$ cat src/rtl/alu_pkg.sv
// alu_pkg: shared ALU state encodings and index/count width helpers
package alu_pkg;
  localparam logic [1:0] IDLE = 2'd0;
  localparam logic [1:0] SCAN = 2'd1;
  localparam logic [1:0] DONE = 2'd2;
  typedef enum logic [1:0] {
    S_IDLE = IDLE,
    S_SCAN = SCAN,
    S_DONE = DONE
  } state_e;
  function automatic int idx_w(input int w);
    return $clog2(w);
  endfunction
  function automatic int cnt_w(input int w);
    return $clog2(w + 1);
  endfunction
endpackage

$ cat src/rtl/eq_vector_scanner_if.sv
// eq_vector_scanner_if: request/result bundle between the ALU and the scanner
interface eq_vector_scanner_if
  import alu_pkg::*;
#(
  parameter int WIDTH = 5,
  parameter int IDXW  = idx_w(WIDTH),
  parameter int CNTW  = cnt_w(WIDTH)
);
  logic             start;
  logic [WIDTH-1:0] eq_in;
  logic             busy;
  logic             done;
  logic             all_eq;
  logic [IDXW-1:0]  first_diff;
  logic [CNTW-1:0]  match_count;
  modport master (output start, eq_in, input busy, done, all_eq, first_diff, match_count);
  modport slave  (input start, eq_in, output busy, done, all_eq, first_diff, match_count);
endinterface

$ cat src/rtl/eq_vector_scanner.sv
// eq_vector_scanner: MSB-first serial walk of an equality vector yielding equality, top mismatch index and match count
module eq_vector_scanner
  import alu_pkg::*;
#(
  parameter int WIDTH = 5,
  parameter int IDXW  = idx_w(WIDTH),
  parameter int CNTW  = cnt_w(WIDTH)
) (
  input logic               clk,
  input logic               reset,
  eq_vector_scanner_if.slave bus
);
  state_e           state_q;
  logic [WIDTH-1:0] sh_q;
  logic [IDXW-1:0]  idx_q;
  logic [IDXW-1:0]  pos_q;
  logic [CNTW-1:0]  acc_q;
  logic             seen_q;
  logic             busy_q;
  logic             done_q;
  logic             all_eq_q;
  logic [IDXW-1:0]  first_diff_q;
  logic [CNTW-1:0]  match_count_q;
  logic             accept;
  assign accept = bus.start && (state_q == S_IDLE || state_q == S_DONE);
  // Capture is applied after the state case so a start in DONE overrides the return to IDLE
  always_ff @(posedge clk) begin
    if (reset) begin
      state_q       <= S_IDLE;
      sh_q          <= '0;
      idx_q         <= '0;
      pos_q         <= '0;
      acc_q         <= '0;
      seen_q        <= 1'b0;
      busy_q        <= 1'b0;
      done_q        <= 1'b0;
      all_eq_q      <= 1'b0;
      first_diff_q  <= '0;
      match_count_q <= '0;
    end else begin
      done_q <= 1'b0;
      case (state_q)
        S_SCAN: begin
          if (sh_q[WIDTH-1]) acc_q <= acc_q + CNTW'(1);
          else if (!seen_q) begin
            pos_q  <= idx_q;
            seen_q <= 1'b1;
          end
          sh_q  <= sh_q << 1;
          idx_q <= idx_q - IDXW'(1);
          if (idx_q == '0) begin
            state_q <= S_DONE;
            busy_q  <= 1'b0;
          end
        end
        S_DONE: begin
          done_q        <= 1'b1;
          all_eq_q      <= !seen_q;
          first_diff_q  <= pos_q;
          match_count_q <= acc_q;
          state_q       <= S_IDLE;
        end
        default: state_q <= S_IDLE;
      endcase
      if (accept) begin
        sh_q    <= bus.eq_in;
        idx_q   <= IDXW'(WIDTH - 1);
        pos_q   <= '0;
        acc_q   <= '0;
        seen_q  <= 1'b0;
        busy_q  <= 1'b1;
        state_q <= S_SCAN;
      end
    end
  end
  assign bus.busy        = busy_q;
  assign bus.done        = done_q;
  assign bus.all_eq      = all_eq_q;
  assign bus.first_diff  = first_diff_q;
  assign bus.match_count = match_count_q;
endmodule

$ cat src/flat_wrapper.sv
// flat-port wrapper written by rule: the top's interface ports become plain ports
module eq_vector_scanner_flat import alu_pkg::*;
#(
  parameter int WIDTH = 5,
  parameter int IDXW  = idx_w(WIDTH),
  parameter int CNTW  = cnt_w(WIDTH)
)
  (clk, reset, bus_start, bus_eq_in, bus_busy, bus_done, bus_all_eq, bus_first_diff, bus_match_count);
  eq_vector_scanner_if #(.WIDTH(WIDTH), .IDXW(IDXW), .CNTW(CNTW)) bus_i ();
  input logic clk;
  input logic reset;
  input wire logic [$bits(bus_i.start)-1:0] bus_start;
  input wire logic [$bits(bus_i.eq_in)-1:0] bus_eq_in;
  output wire logic [$bits(bus_i.busy)-1:0] bus_busy;
  output wire logic [$bits(bus_i.done)-1:0] bus_done;
  output wire logic [$bits(bus_i.all_eq)-1:0] bus_all_eq;
  output wire logic [$bits(bus_i.first_diff)-1:0] bus_first_diff;
  output wire logic [$bits(bus_i.match_count)-1:0] bus_match_count;
  assign bus_i.start = bus_start;
  assign bus_i.eq_in = bus_eq_in;
  assign bus_busy = bus_i.busy;
  assign bus_done = bus_i.done;
  assign bus_all_eq = bus_i.all_eq;
  assign bus_first_diff = bus_i.first_diff;
  assign bus_match_count = bus_i.match_count;
  eq_vector_scanner #(.WIDTH(WIDTH), .IDXW(IDXW), .CNTW(CNTW)) u_core (.clk(clk), .reset(reset), .bus(bus_i));
endmodule
$ cat config.mk
export PLATFORM = sky130hd
export DESIGN_NAME = eq_vector_scanner_flat
export DESIGN_NICKNAME = d
export VERILOG_FILES = /design/src/rtl/alu_pkg.sv /design/src/rtl/eq_vector_scanner_if.sv /design/src/rtl/eq_vector_scanner.sv /design/src/flat_wrapper.sv
export SDC_FILE = /design/constraint.sdc
export NUM_CORES = 1
export LEC_CHECK = 0
export CAP_MARGIN = 10
export CORE_MARGIN = 5
export CORE_UTILIZATION = 35
export DETAILED_ROUTE_END_ITERATION = 12
export SYNTH_ARGS = -nofsm -noshare
export SYNTH_HDL_FRONTEND = slang
export SYNTH_SLANG_ARGS = --single-unit
$ cat constraint.sdc
create_clock -name clk -period 1.8 [get_ports clk]
set_input_delay 0.27 -clock clk [delete_from_list [all_inputs] [get_ports clk]]
set_output_delay 0.27 -clock clk [all_outputs]
set_load 0.05 [all_outputs]
; ---- Yosys cells after proc, flatten, opt, wreduce, memory -nomap -nowiden
; Cells that the tools add are included.
[totals]
reg_bits = 26
out_inout_bits = 9
elab_cells = 45
[classes]
add_sub_neg = 2
n_eq_ne = 3
muxes = 11
bitwise = 3
reduce_logical = 13
[ops]
columns = cell, n
row1 = 2-to-1 mux 5 bit, 2
row2 = 2-to-1 mux 1 bit, 7
row3 = 2-to-1 mux 3 bit, 2
row4 = AND reduction 2 bit, 3
row5 = nonzero test 2 bit, 2
row6 = "adder 3 x 1 -> 3 bit, second input constant", 1
row7 = zero test 3 bit, 1
row8 = "inequality test 3 x 1 -> 1 bit, second input constant", 1
row9 = inverter 1 bit, 3
row10 = AND reduction 3 bit, 1
row11 = OR reduction 3 bit, 1
row12 = "subtractor 3 x 1 -> 3 bit, second input constant", 1
row13 = "== test 2 x 1 -> 1 bit, second input constant", 1
row14 = "== test 2 bit, second input constant", 1
row15 = zero test 2 bit, 1
row16 = OR reduction 2 bit, 1
row17 = logical AND 1 bit, 1
row18 = zero test 1 bit, 1
row19 = logical OR 1 bit, 1

; ---- Longest topological paths before layout
[logic_depth]
ltp_word = 5
ltp_mapped = 6

; ---- Least setup slack after synthesis
; OpenSTA, ideal clock, no wires.
[synth_timing]
kind = register -> register
from = reg u_core.state_q[1]
to = reg u_core.pos_q[0]
setup_ps = 114
arrival_time_ps = 971
t_required_ps = 1686
slack_ps = 715
path_stages_with_launch = 4
period_less_slack_ps = 1085
path_cell_list = dfxtp_1 > nor4b_4 > mux2i_1 > nor2_1
[synth_between]
elab_chain_len = 4
[synth_rtl]
columns = element, line
row1 = from (decl), eq_vector_scanner.sv:13  ; state_e state_q;
row2 = from (signal assigned), eq_vector_scanner.sv:29  ; state_q <= S_IDLE;
row3 = from (signal assigned), eq_vector_scanner.sv:52  ; state_q <= S_DONE;
row4 = from (signal assigned), eq_vector_scanner.sv:61  ; state_q <= S_IDLE;
row5 = == test 2 bit or zero test 2 bit (tied branches), eq_vector_scanner.sv:25  ; assign accept = bus.start && (state_q == S_IDLE || state_q == S_DONE);
row6 = logical OR 1 bit, eq_vector_scanner.sv:25
row7 = logical AND 1 bit, eq_vector_scanner.sv:25
row8 = OR reduction 2 bit (no line), --
row9 = to (signal assigned), eq_vector_scanner.sv:46  ; pos_q <= idx_q;
row10 = to (decl), eq_vector_scanner.sv:16  ; logic [IDXW-1:0] pos_q;
; Parallel ways exist; a longest one is shown, timed or not.
; A chain may end at the register's enable or synchronous reset.

; ---- Worst setup path after layout
[layout_timing]
from = reg u_core.all_eq_q (netlist: u_core.bus.all_eq)
to = out bus_all_eq
[layout_rtl]
columns = element, line
row1 = from (decl), eq_vector_scanner.sv:21  ; logic all_eq_q;
row2 = from (signal assigned), eq_vector_scanner.sv:58  ; all_eq_q <= !seen_q;
row3 = to (decl), flat_wrapper.sv:16  ; output wire logic [$bits(bus_i.all_eq)-1:0] bus_all_eq;
; No word-level cell between the ends.

==> run metrics <==
outcome finished, final reports clean; switching share of power about a quarter; total number of vias 769; starting density of the core between 30% and 40%; DR DRC count 0; Avg Cell Area, Syn between 10 and 15 sq um; cts repair resizes 0; Worst VDD drop 0.000202 V; setup repair after global routing missed its margin false; # diodes 0; cell breakdown of the critical path clkdlybuf4s50_1; Nets approximately 140; Skew-Pair Late Insertion Delay slightly above 0.3 ns; # IOs 17; antenna viol nets, final 0; Post-Syn Area about 1100 sq um; final instance area roughly 1300 sq um; setup violators final 0; CP Max Fanout 2; Worst Skew approximately 0.0068 ns; vias in the first global route 742; worst setup path startpoint u_core.bus.all_eq; syn_nets 119; placed inst area ~1200 sq um; worst r2r dst u_core.bus.first_diff[1]; CTS tree done; top cells by area, synth dfxtp_1, mux2i_1, nor2_1, buf_6, ha_1; I/O Buffers 16; fin crit share a little over nine tenths; multi-input combinational cell area 497 sq um; vias per std cell between 4 and 5; Hold Crit Class flip-flop to flip-flop; Seq cells post-synth 26; first-pass GRT wire length approximately 3000 um; clock buffer depth 2; Root Driver clkbuf_4; Pre-antenna DRT Iters 4; area leader, netlist dfxtp_1; CP Capture Type output pin; largest net degree at the start of global routing 18; Design Power between 0.001 and 0.0015 W; total negative slack 0 ns; crit-path max cell delay 0.80 ns; Leak between 0.5 and 0.6 nW; DRT Wirelength around 1800 um; grt ovf 0; GRT Resource Usage Total 9.33%; share of the synthesized area in the top cell type roughly 48%; clock group share of total power about 27%; NetSw roughly 0.00026 W; CTS Buf Count 3; crit path to bus_all_eq; CORE AREA between 3000 and 4000 sq um; DRT iter0 DRCs 50; layout cell share with drive strength beyond 1 10.6%; fmax around 580 MHz; Die ar. 4320 sq um; chip height ~66 um; commonest non-fill, non-tap cell in the layout dfxtp_1; Post-CTS Setup Bufs 0; wire per inst approximately 11 um; most frequent cells in the layout dfxtp_1, nor2_1, clkdlybuf4s50_1, mux2i_1, nand2_1; WP data required 1.53 ns; post-synthesis sequential area ratio between 40% and 50%; CTS sink cnt 26; Comb power frac between 10% and 20%; CP bufs+invs 1; Internal Dissipation 0.000792 W; startpoint types flip-flop; max cap viols 0; Synth cell types 28; Finished Core Util 42.8%; post-layout minimum cycle time 1.74 ns; cell family with the largest share of critical-path delay buffers and inverters; H-tree Lvls 1; Syn. warnings 0; site row count 20; Crit-path slowest cell clkdlybuf4s50_1; Setup CP Type flip-flop to output pin; sequential share of power approximately three fifths; Levels on crit path 1; r2r startpoint u_core.state_q[0]; Power Dens Cells just over 800 nW/um^2; final hold vios 0; initial antenna violation count 0; DP HPWL 1340 um; post-cts hold buffer count 0; Gate Count Post-Synth about 110; area grow syn2layout 18.2%; Die Wd 65.7 um; slack of the worst reg-to-reg path 0.45 ns; FF-to-FF path depth 3; slew margin rel. 66.5%; Final GP Congestion 0.702; Arr. time, crit path between 1 and 1.5 ns; Final Slew Violations 0; fill cell count 304; flip-flop and latch area between 500 and 600 sq um; register clock-pin slew on the reported worst setup and hold paths ~0.13 ns; worst-margin pin slew between 0.5 and 0.6 ns
## logic make-up after synthesis
| logic type | Yosys count | synth area share [%] |
|---|---|---|
| fa+ha+maj | 3 | 3.46 |
| simple gates | 42 | 20.5 |
| buf+inv | 10 | 6.34 |
| mux | 10 | 9.22 |
| compound gates | 14 | 10.1 |
| xor+xnor | 3 | 2.42 |
| flops | 26 | 47.9 |
## cell usage after synthesis
cell type	number
a211oi_1	1
a211oi_2	1
a21oi_1	6
a22oi_1	1
a311oi_1	2
a311oi_2	2
buf_2	1
buf_6	4
clkbuf_1	2
dfxtp_1	26
ha_1	3
inv_1	3
mux2i_1	10
nand2_1	7
nand2b_1	4
nand2b_2	1
nand3_1	2
nand3b_1	1
nand4b_1	1
nor2_1	20
nor2b_1	1
nor2b_4	1
nor3_1	2
nor3b_1	1
nor4b_4	1
o21ai_1	1
xnor2_1	1
xor2_1	2
## worst min-delay path: cells and delay by family (launching register included)
kind            cells  cell delay [ns]
compound gates      1             0.05
simple gates        1             0.06
flops               1             0.34
## through the flow
stage,instances,hold WS [ns],setup slack [ns]
floorplan,108,0.448,0.715
global placement,152,0.458,0.345
detailed placement,152,0.460,0.322
CTS,156,0.479,0.0397
global route,156,0.509,0.00614
finish,156,0.481,0.0647
## state kept, by name (all words and copies together), names as in the netlist
register,count
u_core.acc_q,3
u_core.bus.all_eq,1
u_core.bus.busy,1
u_core.bus.done,1
u_core.bus.first_diff,3
u_core.bus.match_count,3
u_core.idx_q,3
u_core.pos_q,3
u_core.seen_q,1
u_core.sh_q,5
u_core.state_q,2
## how the worst min path moves through the flow
stage	startpoint	to	slack, ns	depth (start not counted)
2_1_floorplan	u_core.sh_q[2]	u_core.sh_q[2]	0.45	2
3_3_place_gp	u_core.sh_q[2]	u_core.sh_q[2]	0.46	2
3_5_place_dp	u_core.sh_q[2]	u_core.sh_q[2]	0.46	2
4_1_cts	u_core.sh_q[2]	u_core.sh_q[2]	0.48	2
5_1_grt	u_core.sh_q[2]	u_core.sh_q[2]	0.51	2
6_report	u_core.sh_q[2]	u_core.sh_q[2]	0.48	2
## cell type report
type,instances,area share (%)
Timing Repair Buffer,18,13.8
Clock buffer,4,2.83
Multi-Input combinational cell,72,38.7
Inverter,3,0.877
Tap cell,33,3.22
Sequential cell,26,40.5
## power groups by stage
stage	combinational, W	sequential (W)	clock [W]
after floorplan	0.000111	0.000643	0
after global placement	0.000146	0.000637	0
after detailed placement	0.000148	0.000637	0
after CTS	0.000148	0.000624	0.000298
after global routing	0.000163	0.000629	0.000320
final	0.000146	0.000624	0.000285
## per-layer routing
layer  part of all wire, %  global-route usage, %
met1                    45                   10.5
met2                    50                   15.6
met3                   3.2                   1.54
met4                   2.3                   6.99
met5                     0                      0
(Power assumes the default switching activity.)
